## config.mk

```make
export PLATFORM = sky130hd
export DESIGN_NAME = upio_in_cond
export DESIGN_NICKNAME = d
export VERILOG_FILES = /design/src/rtl/upio_in_cond.sv
export SDC_FILE = /design/constraint.sdc
export NUM_CORES = 1
export LEC_CHECK = 0
export BUFFER_PORTS_ARGS = -buffer_cell sky130_fd_sc_hd__buf_4
export CAP_MARGIN = 20
export CORE_MARGIN = 3
export CORE_UTILIZATION = 35
export DETAILED_ROUTE_END_ITERATION = 6
export GPL_TIMING_DRIVEN = 0
export PLACE_DENSITY = 0.64
export REMOVE_ABC_BUFFERS = 1
export SETUP_SLACK_MARGIN = 0.02
export SYNTH_ARGS = -nofsm -noshare
export SYNTH_HDL_FRONTEND = slang
export SYNTH_SLANG_ARGS = --single-unit
```

## constraint.sdc

```tcl
create_clock -name clk_i -period 3.1 [get_ports clk_i]
set_clock_uncertainty 0.1 [all_clocks]
set_input_delay 0.155 -clock clk_i [delete_from_list [all_inputs] [get_ports clk_i]]
set_output_delay 0.155 -clock clk_i [all_outputs]
set_load 0.02 [all_outputs]
```

## src/rtl/upio_in_cond.sv

```systemverilog
// Pad input conditioner: synchroniser, per-bit debounce, edge pulses, sticky events, level irq.
// Optional rejected-glitch counter built when UPIO_COND_GLITCH_CNT_EN is defined.
module upio_in_cond #(
  parameter int WIDTH       = 8,
  parameter int SYNC_STAGES = 2,
  parameter int CNT_WIDTH   = 8
) (
  input  logic                 clk_i,
  input  logic                 rst_i,
  input  logic [WIDTH-1:0]     pad_i,
  input  logic [CNT_WIDTH-1:0] deb_len_i,
  input  logic [WIDTH-1:0]     rise_en_i,
  input  logic [WIDTH-1:0]     fall_en_i,
  input  logic [WIDTH-1:0]     irq_mask_i,
  input  logic [WIDTH-1:0]     evt_clr_i,
  output logic [WIDTH-1:0]     upio_in_o,
  output logic [WIDTH-1:0]     rise_o,
  output logic [WIDTH-1:0]     fall_o,
  output logic [WIDTH-1:0]     evt_pend_o,
  output logic                 irq_o,
  output logic [15:0]          glitch_cnt_o
);

  logic [WIDTH-1:0]     r_sync [SYNC_STAGES];
  logic [WIDTH-1:0]     w_s;
  logic [WIDTH-1:0]     r_f;
  logic [CNT_WIDTH-1:0] r_cnt [WIDTH];
  logic [WIDTH-1:0]     r_rise;
  logic [WIDTH-1:0]     r_fall;
  logic [WIDTH-1:0]     r_pend;

  always_ff @(posedge clk_i or posedge rst_i) begin
    if (rst_i) begin
      for (int k = 0; k < SYNC_STAGES; k++) r_sync[k] <= '0;
    end else begin
      r_sync[0] <= pad_i;
      for (int k = 1; k < SYNC_STAGES; k++) r_sync[k] <= r_sync[k-1];
    end
  end

  assign w_s = r_sync[SYNC_STAGES-1];

  // Counter only runs while s differs from f; the >= test makes a lowered threshold act immediately.
  always_ff @(posedge clk_i or posedge rst_i) begin
    if (rst_i) begin
      r_f    <= '0;
      r_rise <= '0;
      r_fall <= '0;
      for (int i = 0; i < WIDTH; i++) r_cnt[i] <= '0;
    end else begin
      r_rise <= '0;
      r_fall <= '0;
      for (int i = 0; i < WIDTH; i++) begin
        if (w_s[i] == r_f[i]) begin
          r_cnt[i] <= '0;
        end else if (r_cnt[i] >= deb_len_i) begin
          r_f[i]    <= w_s[i];
          r_cnt[i]  <= '0;
          r_rise[i] <= w_s[i];
          r_fall[i] <= ~w_s[i];
        end else begin
          r_cnt[i] <= r_cnt[i] + 1'b1;
        end
      end
    end
  end

  // Set has priority over clear so an event landing on the clear cycle is not lost.
  always_ff @(posedge clk_i or posedge rst_i) begin
    if (rst_i) begin
      r_pend <= '0;
    end else begin
      r_pend <= (r_pend & ~evt_clr_i) | (r_rise & rise_en_i) | (r_fall & fall_en_i);
    end
  end

`ifdef UPIO_COND_GLITCH_CNT_EN
  logic [WIDTH-1:0] w_glitch;
  logic [16:0]      w_gsum;
  logic [15:0]      r_glitch;

  always_comb begin
    w_gsum = {1'b0, r_glitch};
    for (int i = 0; i < WIDTH; i++) begin
      w_glitch[i] = (r_cnt[i] != '0) && (w_s[i] == r_f[i]);
      w_gsum      = w_gsum + 17'(w_glitch[i]);
    end
  end

  always_ff @(posedge clk_i or posedge rst_i) begin
    if (rst_i) begin
      r_glitch <= '0;
    end else if (w_gsum[16]) begin
      r_glitch <= 16'hFFFF;
    end else begin
      r_glitch <= w_gsum[15:0];
    end
  end

  assign glitch_cnt_o = r_glitch;
`else
  assign glitch_cnt_o = 16'h0000;
`endif

  assign upio_in_o  = r_f;
  assign rise_o     = r_rise;
  assign fall_o     = r_fall;
  assign evt_pend_o = r_pend;
  assign irq_o      = |(r_pend & irq_mask_i);

endmodule

```

==> results_tabular.tex <==
\begin{tabular}{lr}
\hline
Metric & Value \\
\hline
\multicolumn{2}{l}{\textbf{Final layout}} \\
Antenna diode count & 0 \\
Synthesis-to-layout area growth & 22.0\% \\
Final design area excluding fillers & 7490 sq um \\
Final Core Density & between 40\% and 50\% \\
Number of fill cells in the layout & 1,556 \\
Net count, final & roughly 800 \\
Share of final-layout standard cells stronger than drive strength 1 & 16.1\% \\
\multicolumn{2}{l}{\textbf{Place}} \\
DP HPWL & 9560 um \\
Placer congestion estimate & 0.829 \\
Port bufs & 82 \\
Instance area after placement & 6970 sq um \\
Worst slack, placed & 0.834 ns \\
\multicolumn{2}{l}{\textbf{Yosys}} \\
Synth Area per Inst & between 10 and 15 sq um \\
Dominant cell type by area after synthesis & sky130\_fd\_sc\_hd\_\_dfrtp\_1 \\
Most common cell in the synthesized netlist & sky130\_fd\_sc\_hd\_\_dfrtp\_1 \\
Syn Std Cell Area & 6140 sq um \\
Fraction of the yosys area taken by sequential cells & 45.6\% \\
Number of enable-type register cells in the synthesized netlist & 0 \\
Share of Yosys cell area claimed by the top area cell type & 45.6\% \\
Most numerous cell types in the synthesized netlist & sky130\_fd\_sc\_hd\_\_dfrtp\_1, sky130\_fd\_sc\_hd\_\_ha\_1, sky130\_fd\_sc\_hd\_\_xor2\_1, sky130\_fd\_sc\_hd\_\_nand3\_1, sky130\_fd\_sc\_hd\_\_nor2\_1 \\
Primary FF master, synth & sky130\_fd\_sc\_hd\_\_dfrtp\_1 \\
Cell variety after synth & 29 \\
Warning count from the yosys run & 0 \\
Biggest area contributors in the synthesized netlist & sky130\_fd\_sc\_hd\_\_dfrtp\_1, sky130\_fd\_sc\_hd\_\_ha\_1, sky130\_fd\_sc\_hd\_\_xor2\_1 \\
Gate Count Post-Synth & 582 \\
Proportion of register bits with asynchronous set or reset after synthesis & 100\% \\
Post-synthesis sequential element count & around 110 \\
\multicolumn{2}{l}{\textbf{Global route}} \\
Pin count of the biggest net entering global routing & 65 \\
Global-route wire length before repair & 23,000 um \\
Vias in the first global route & 4,860 \\
Initial antenna violation count & 0 \\
Global route total overflow & 0 \\
Total routing resource utilization after global routing & 14.6\% \\
\multicolumn{2}{l}{\textbf{Die}} \\
Number of placement rows & 47 \\
Floorplan die area & 19,200 sq um \\
IO Count & 99 \\
Core Box Area & between 15,000 and 20,000 sq um \\
Vertical die dimension & about 140 um \\
Initial core utilization & 36.4\% \\
Die Span X & 138 um \\
\multicolumn{2}{l}{\textbf{Clocking}} \\
Cells resized by post-CTS repair & 0 \\
Clock tree from TritonCTS & built \\
Clock latency reported for the late side of the worst-skew pair & 0.36 ns \\
Reg clk slew, reported paths & 0.07 ns \\
Deepest clock path buffer count & 2 \\
H-tree levels & 3 \\
Hold Buf Count CTS & 25 \\
Setup repair bufs after CTS & 0 \\
Sink count of the clock tree & between 100 and 150 \\
Root buffer cell & sky130\_fd\_sc\_hd\_\_clkbuf\_16 \\
Num CTS Buffers & 9 \\
\multicolumn{2}{l}{\textbf{Drt}} \\
Post-detailed-route via-to-cell ratio & 5.02 \\
DRC violation count after routing & 0 \\
Detailed-route wire length per cell & 14.7 um \\
Wire length after detailed routing & between 10,000 and 15,000 um \\
Routed vias & 4,607 \\
Iter 0 DRT Violations & 210 \\
Detail Route Antenna Nets & 0 \\
Drt pass-1 iters & 4 \\
\multicolumn{2}{l}{\textbf{Hold path}} \\
Worst hold path type & flip-flop to flip-flop \\
\multicolumn{2}{l}{\textbf{Setup path}} \\
Capturing element type of the critical path & flip-flop \\
Setup crit start kind & flip-flop \\
Crit path DAT & 2.33 ns \\
Type of the setup path with the least slack & flip-flop to flip-flop \\
Critical-path maximum fanout & 6 \\
Required time of the critical path & 3.24 ns \\
\multicolumn{2}{l}{\textbf{Power}} \\
Internal power contribution & approximately 2.7 mW \\
Switching power & 1.31 mW \\
Portion of total power attributed to the clock network & 27.1\% \\
Sw Share & 32.7\% \\
Design Power & 4.00 mW \\
Sequential power share & 46.4\% \\
Worst IR drop on VDD & $\sim$0.00025 V \\
Static power due to leakage & around 3.7 nW \\
Gate power share & about a quarter \\
P per Cell Area & 534 nW/um\^{}2 \\
\multicolumn{2}{l}{\textbf{STA}} \\
Relative max-transition margin & between 50\% and 60\% \\
Final setup violation count & 0 \\
Final worst slack & 0.906 ns \\
Measured slew at the worst slew-check pin & around 0.62 ns \\
Final Critical Period & 2.19 ns \\
Final hold violation count & 0 \\
Period Utilization, post-route & 70.8\% \\
Setup repair after global routing missed its margin & no \\
Peak Freq & about 0.46 GHz \\
Max-slew violation count & 0 \\
\multicolumn{2}{l}{\textbf{Run}} \\
Max Cap Viol & 0 \\
\multicolumn{2}{l}{\textbf{Status}} \\
Outcome & finished clean \\
\hline
\end{tabular}
-- worst paths after layout --
path | start | end | slack [ns] | cells after the start
setup reg to reg | r_cnt[24] | upio_in_o[4] | 0.91 | 6
max in group asynchronous | rst_i | w_s[1] | 1.86 | 4
hold reg to reg | r_sync[8] | w_s[0] | 0.25 | 0
min in group asynchronous | rst_i | w_s[6] | 0.34 | 3
hold / removal | r_sync[8] | w_s[0] | 0.25 | 0
setup / recovery | r_cnt[24] | upio_in_o[4] | 0.91 | 6
-- area by class of cell --
cell class / count / area [sq um] / share of cell area, %
Clock buffer: 10 / 239 / 3.19
Clock inverter: 6 / 35.0 / 0.468
Inverter: 28 / 108 / 1.44
Multi-Input combinational cell: 433 / 3140 / 41.9
Sequential cell: 112 / 2800 / 37.4
Tap cell: 220 / 275 / 3.67
Timing Repair Buffer: 108 / 893 / 11.9
-- critical path: stages, from the launching register on --
cell and delay, ns:
sky130_fd_sc_hd__dfrtp_1 0.42, sky130_fd_sc_hd__inv_1 0.08, sky130_fd_sc_hd__ha_1 0.27, sky130_fd_sc_hd__nand2b_4 0.14, sky130_fd_sc_hd__a2111o_1 0.43, sky130_fd_sc_hd__a31oi_2 0.29, sky130_fd_sc_hd__mux2_1 0.35
-- power by group through the flow --
stage          Clock (mW)  Sequential [mW]  Combinational [mW]
2_1_floorplan           0             1.88               0.690
3_3_place_gp            0             1.87               0.998
3_5_place_dp            0             1.88                1.05
4_1_cts              1.13             1.85                1.08
5_1_grt              1.19             1.89                1.20
6_report             1.08             1.85                1.06
-- cells by family after synthesis --
family | synth area share [%]
compound gates | 11.3
flops | 45.6
buf+inv | 4.16
xor+xnor | 7.42
other cells | 0.0611
simple gates | 16.0
mux | 0.733
fa+ha+maj | 14.7
-- flip-flops by register name, indices dropped and copies added (netlist names) --
register    flops
r_cnt          64
evt_pend_o      8
fall_o          8
r_sync          8
rise_o          8
upio_in_o       8
w_s             8
-- cell usage in the layout, fill, tap and decap left out, types with 12 or more instances in the layout --
master | netlist | layout
sky130_fd_sc_hd__dfrtp_1 | 112 | 112
sky130_fd_sc_hd__nand3_1 | 37 | 37
sky130_fd_sc_hd__xor2_1 | 41 | 41
sky130_fd_sc_hd__nor3_1 | 29 | 29
sky130_fd_sc_hd__a22oi_1 | 12 | 12
sky130_fd_sc_hd__and3_1 | 19 | 19
sky130_fd_sc_hd__nand2b_1 | 20 | 20
sky130_fd_sc_hd__nor3b_1 | 12 | 12
sky130_fd_sc_hd__nand2_1 | 18 | 18
sky130_fd_sc_hd__dlygate4sd3_1 | 0 | 25
sky130_fd_sc_hd__inv_1 | 28 | 27
sky130_fd_sc_hd__o21ai_0 | 20 | 20
sky130_fd_sc_hd__ha_1 | 72 | 72
sky130_fd_sc_hd__conb_1 | 1 | 16
sky130_fd_sc_hd__o211ai_1 | 12 | 12
sky130_fd_sc_hd__a21oi_1 | 32 | 32
sky130_fd_sc_hd__nor2_1 | 37 | 37
sky130_fd_sc_hd__buf_4 | 16 | 82
-- stage by stage --
| stage | TNS [ns] | hold WS, ns | std cells |
|---|---|---|---|
| after global routing | 0 | 0.260 | 917 |
| after CTS | 0 | 0.251 | 917 |
| after floorplan | -12.77 | 0.0864 | 573 |
| final | 0 | 0.249 | 917 |
| after global placement | -154.91 | 0.166 | 875 |
| after detailed placement | 0 | 0.165 | 876 |
-- metal layers --
layer	wire [um]	vias to the layer above	GRT usage (%)
met5	0	-	0
met4	332	0	6.55
met3	633	24	2.94
met2	6550	107	25.1
met1	5980	2218	17.8
li1	-	2258	-
Power figures use the tool's default switching activity.
